### config.mk
export PLATFORM = sky130hd
export DESIGN_NAME = pc_sequencer
export DESIGN_NICKNAME = d
export VERILOG_FILES = /design/src/rtl/pc_sequencer.sv
export SDC_FILE = /design/constraint.sdc
export NUM_CORES = 1
export LEC_CHECK = 0
export ABC_CLOCK_PERIOD_IN_PS = 2420
export CAP_MARGIN = 5
export CORE_ASPECT_RATIO = 1.25
export CORE_MARGIN = 10
export CORE_UTILIZATION = 55
export DETAILED_ROUTE_END_ITERATION = 8
export DONT_BUFFER_PORTS = 1
export PLACE_DENSITY = 0.7
export SLEW_MARGIN = 10
export SYNTH_ARGS = -nofsm -noshare
export SYNTH_HDL_FRONTEND = slang
export SYNTH_SLANG_ARGS = --single-unit
export TNS_END_PERCENT = 1
### constraint.sdc
create_clock -name clk -period 2.42 [get_ports clk]
set_input_delay 0.484 -clock clk [delete_from_list [all_inputs] [get_ports clk]]
set_output_delay 0.484 -clock clk [all_outputs]
set_load 0.01 [all_outputs]
### src/rtl/pc_sequencer.sv
// Program-counter register and fetch sequencer for the pipelined core.
// Merges PC+4, hazard stalls and EX-stage redirects into one PC update per cycle.
module pc_sequencer #(
  parameter int              PC_W     = 9,
  parameter logic [PC_W-1:0] RESET_PC = '0,
  parameter int              CNT_W    = 16
) (
  input  logic             clk,
  input  logic             reset,
  input  logic             Stall,
  input  logic             PcSel,
  input  logic [31:0]      BrPC,
  input  logic             FetchAck,
  output logic [PC_W-1:0]  PC,
  output logic             FetchReq,
  output logic             FlushIfId,
  output logic             FlushIdEx,
  output logic             MisalignErr,
  output logic [CNT_W-1:0] RedirectCount
);

  typedef enum logic [1:0] {
    BOOT,
    RUN,
    REDIRECT
  } state_t;

  state_t           state_q;
  state_t           state_d;
  logic [PC_W-1:0]  pc_d;
  logic             mis_d;
  logic [CNT_W-1:0] cnt_d;
  logic             take;
  logic             unused_br;

  assign unused_br = ^{BrPC[31:PC_W], BrPC[0]};

  // Redirects are only honoured in RUN; REDIRECT holds a flushed bubble in EX.
  assign take      = (state_q == RUN) && PcSel;
  assign FlushIfId = take;
  assign FlushIdEx = take;

  always_comb begin
    state_d = state_q;
    pc_d    = PC;
    mis_d   = 1'b0;
    cnt_d   = RedirectCount;
    unique case (state_q)
      BOOT: state_d = RUN;
      RUN, REDIRECT: begin
        state_d = RUN;
        if (take) begin
          pc_d    = {BrPC[PC_W-1:2], 2'b00};
          mis_d   = BrPC[1];
          state_d = REDIRECT;
          if (RedirectCount != '1)
            cnt_d = RedirectCount + CNT_W'(1);
        end else if (Stall) begin
          pc_d = PC;
        end else if (FetchAck) begin
          pc_d = PC + PC_W'(4);
        end
      end
      default: state_d = BOOT;
    endcase
  end

  always_ff @(posedge clk or negedge reset) begin
    if (!reset) begin
      state_q       <= BOOT;
      PC            <= {RESET_PC[PC_W-1:2], 2'b00};
      FetchReq      <= 1'b0;
      MisalignErr   <= 1'b0;
      RedirectCount <= '0;
    end else begin
      state_q       <= state_d;
      PC            <= pc_d;
      FetchReq      <= (state_d != BOOT);
      MisalignErr   <= mis_d;
      RedirectCount <= cnt_d;
    end
  end

endmodule

==> impl_results.md <==
* Total gr overflow at 0
* Reg2reg start: RedirectCount[0]
* Share of layout cells above drive strength 1 at 0.1007
* Post-synth EDFFs at 0
* Min-delay src: BrPC[1]
* Clk buf depth at 2
* Die height at 76.51 um
* Die W at 65.21 um
* Total wire length at 2.973 mm
* RSZ-0062 raised after global routing: false
* Largest family of logic cells by synthesized area: simple AND/OR/NAND/NOR gates
* Cells after Synth at around 140
* Post-Route Setup TNS at 0 ps
* Clock Latency Late Sink at 320 ps
* Crit path kind: reg -> reg
* Sequential area share after synthesis at 0.4809
* CP endpoint kind: flop
* Clock skew at ~4.6 ps
* Post-cts resize count at 0
* Place WS at 443.8 ps
* CTS sink cnt at 27
* Routed len/inst at 17.28 um
* Starting Density at 0.5730
* Clock period minus final worst setup slack at around 2100 ps
* Count of final hold-check violations at 0
* Reg-to-Reg End: RedirectCount[14]
* Max-cap violations at 0
* Multi-input logic area at 673.1 um2
* WHS Path Cells at 1
* N_diodes at 0
* Power Dens Cells at 1010 mW/mm2
* Setup ws final at 348.9 ps
* Vias per cell at 5.994
* Top_reg_cell synth: dfrtp_1
* Period Utilization, post-route at 0.8558
* Status: complete, no violations
* Ports at 66
* Synth-to-layout area growth at 5.877%
* Core box area at ~0.0025 mm2
* F_max at 0.4828 GHz
* Root Driver: clkbuf_4
* Critical path arrival at 2280 ps
* Die area at 0.004989 mm2
* Async SR Flop Fraction at 1.000
* Adder-cell share of the synthesized area at 0.05343
* Vias after detailed routing at 1,031
* First-pass GRT wire length at 5.333 mm
* Reg clk slew, reported paths at 140 ps
* Worst-margin pin slew at 682.3 ps
* Hold EP: MisalignErr
* Synth cell types at 35
* # fillers at 228
* CTS H-tree depth at 1
* Residual DRC at 0
* Seq cells post-synth at 27
* Number of global-route vias before repair at roughly 1,100
* Number of nets in the layout at 183
* Min-Delay Path Class: in -> reg
* Mux cell area share after synthesis at 0.01514
* Drt pass-1 iters at 4
* Port Buf Inserts at 0
* Required time worst endpoint at between 2000 and 3000 ps
* TritonCTS clock tree: yes
* Peak VDD IR at 0.0005971 V
* DP HPWL at 2.256 mm
* Worst R2R Setup Slack at 350 ps
* Total GRT Usage at 0.1283
* Final ANT Viol Nets at 0
* Final setup viols at 0
* Cell Area, Synth at 0.001405 mm2
* Fin. max-slew vios at 0
* XOR/XNOR Fraction of Synth Area at 0.08103
* Avg Inst Size Synth at 10.41 um2
* Pleak at 0.6877 nW
* R2r worst-path depth at 5
* Initial antenna violation count at 0
* Synth Warn # at 0
* Critical Path Fanout Max at 5
* Synth Area in Compound Gates at 0.1202
* Initial DRC count at 64
* Type of origin of the critical path: flop
* Row Count at 20
* CTS Buf Count at 3
* GP Congestion at 0.7201
* Rel. slew slack at 0.5409
* Sequential cell area at ~680 um2
* Post-Synth Simple-Gate Area at 0.2039
* Pin count of the biggest net entering global routing at 28
-- how the worst max path moves through the flow --
stage,depth (start not counted),startpoint,slack (ps),to
global placement,5,RedirectCount[0],500,RedirectCount[1]
global route,5,RedirectCount[0],150,RedirectCount[14]
detailed placement,5,RedirectCount[0],440,RedirectCount[14]
floorplan,6,state_q[1],480,FlushIfId
finish,5,RedirectCount[0],350,RedirectCount[14]
CTS,5,state_q[1],370,FlushIdEx
-- synthesized netlist by cell type (2+ instances only) --
cell	count	area (um2)
dfrtp_1	27	675.7
nor2_1	12	45.04
xor2_1	11	96.34
nand2_1	9	33.78
o21ai_0	7	35.03
a21oi_1	6	30.03
ha_1	6	75.07
inv_1	6	22.52
nand3_1	5	25.02
nand4_1	5	31.28
nor4_1	4	25.02
a31oi_1	3	18.77
and3_1	3	18.77
buf_4	3	22.52
nor3_1	3	15.01
a22oi_1	2	15.01
a2bb2oi_1	2	17.52
nor3_2	2	20.02
o22ai_1	2	12.51
xnor2_1	2	17.52
-- metrics by stage --
step / hold slack [ps] / utilization / instances / instance area, um2 / power (W)
after CTS: 276.4 / 0.6066 / 172 / 1488 / 0.001523
after detailed placement: 189.3 / 0.5821 / 166 / 1428 / 0.001313
after floorplan: 188.4 / - / 136 / 1409 / 0.001187
final: 286.4 / 0.6066 / 172 / 1488 / 0.001503
after global placement: 189.2 / 0.5821 / 166 / 1428 / 0.001279
after global routing: 262.5 / 0.6066 / 172 / 1488 / 0.001655
-- cells in the final DEF (no fill, tap or decap), types with 2 or more instances in the layout --
cell and n:
ha_1 6, nor3_2 2, o21ai_0 7, clkbuf_4 3, nor2_1 12, buf_4 2
nor4_1 4, a22oi_1 2, conb_1 2, dfrtp_1 27, and3_1 3, nor3_1 3
nand4_1 5, a31oi_1 3, nand3_1 5, inv_1 6, xor2_1 11, a21oi_1 6
o22ai_1 2, nand2_1 9, xnor2_1 2, a2bb2oi_1 2
-- worst max-delay path: stages, from the launching register on --
cell     delay, ps
dfrtp_1        490
ha_1           300
nand4_4        150
nor4_1         650
and4b_1        300
a21oi_1         70
-- sequential cells by signal, indices dropped and copies added (netlist names) --
signal and count:
PC 7, FetchReq 1, MisalignErr 1, state_q 2
RedirectCount 16
-- metal layers --
layer | up-vias | routed length, um | share of wire | GRT usage
li1 | 485 | - | - | -
met1 | 503 | 1185 | 0.40 | 0.1426
met2 | 41 | 1417 | 0.48 | 0.2006
met3 | 2 | 358 | 0.12 | 0.06765
met4 | 0 | 12 | 0.0040 | 0.04721
met5 | - | 0 | 0 | 0
-- layout make-up --
cell class | count | area share
Inverter | 6 | 0.01514
Timing Repair Buffer | 4 | 0.03028
Clock inverter | 1 | 0.005046
Clock buffer | 3 | 0.01514
Multi-Input combinational cell | 98 | 0.4525
Sequential cell | 27 | 0.4542
Tap cell | 33 | 0.02775
-- repair_timing --
| action | 4_1_cts | 5_1_grt |
|---|---|---|
| endpoints found under the hold margin | 27 | 0 |
| setup buffers | 0 | 0 |
| hold buffers | 2 | 0 |
-- cells by family after synthesis --
group	after synthesis
buffers and inverters	11
DFF	27
xor gates and xnor gates	13
adders and majority gates	6
and+or+nand+nor	50
muxes	2
other	1
AOI/OAI and AO/OA	25
-- power by group --
part	switching [W]	total (W)	leakage (nW)	internal (W)
Sequential	0.000208	0.000780	0.341	0.000571
Combinational	0.000302	0.000528	0.333	0.000226
Clock	0.000131	0.000194	0.0139	0.0000631
Total	0.000642	0.00150	0.688	0.000861
(Power assumes the default switching activity.)
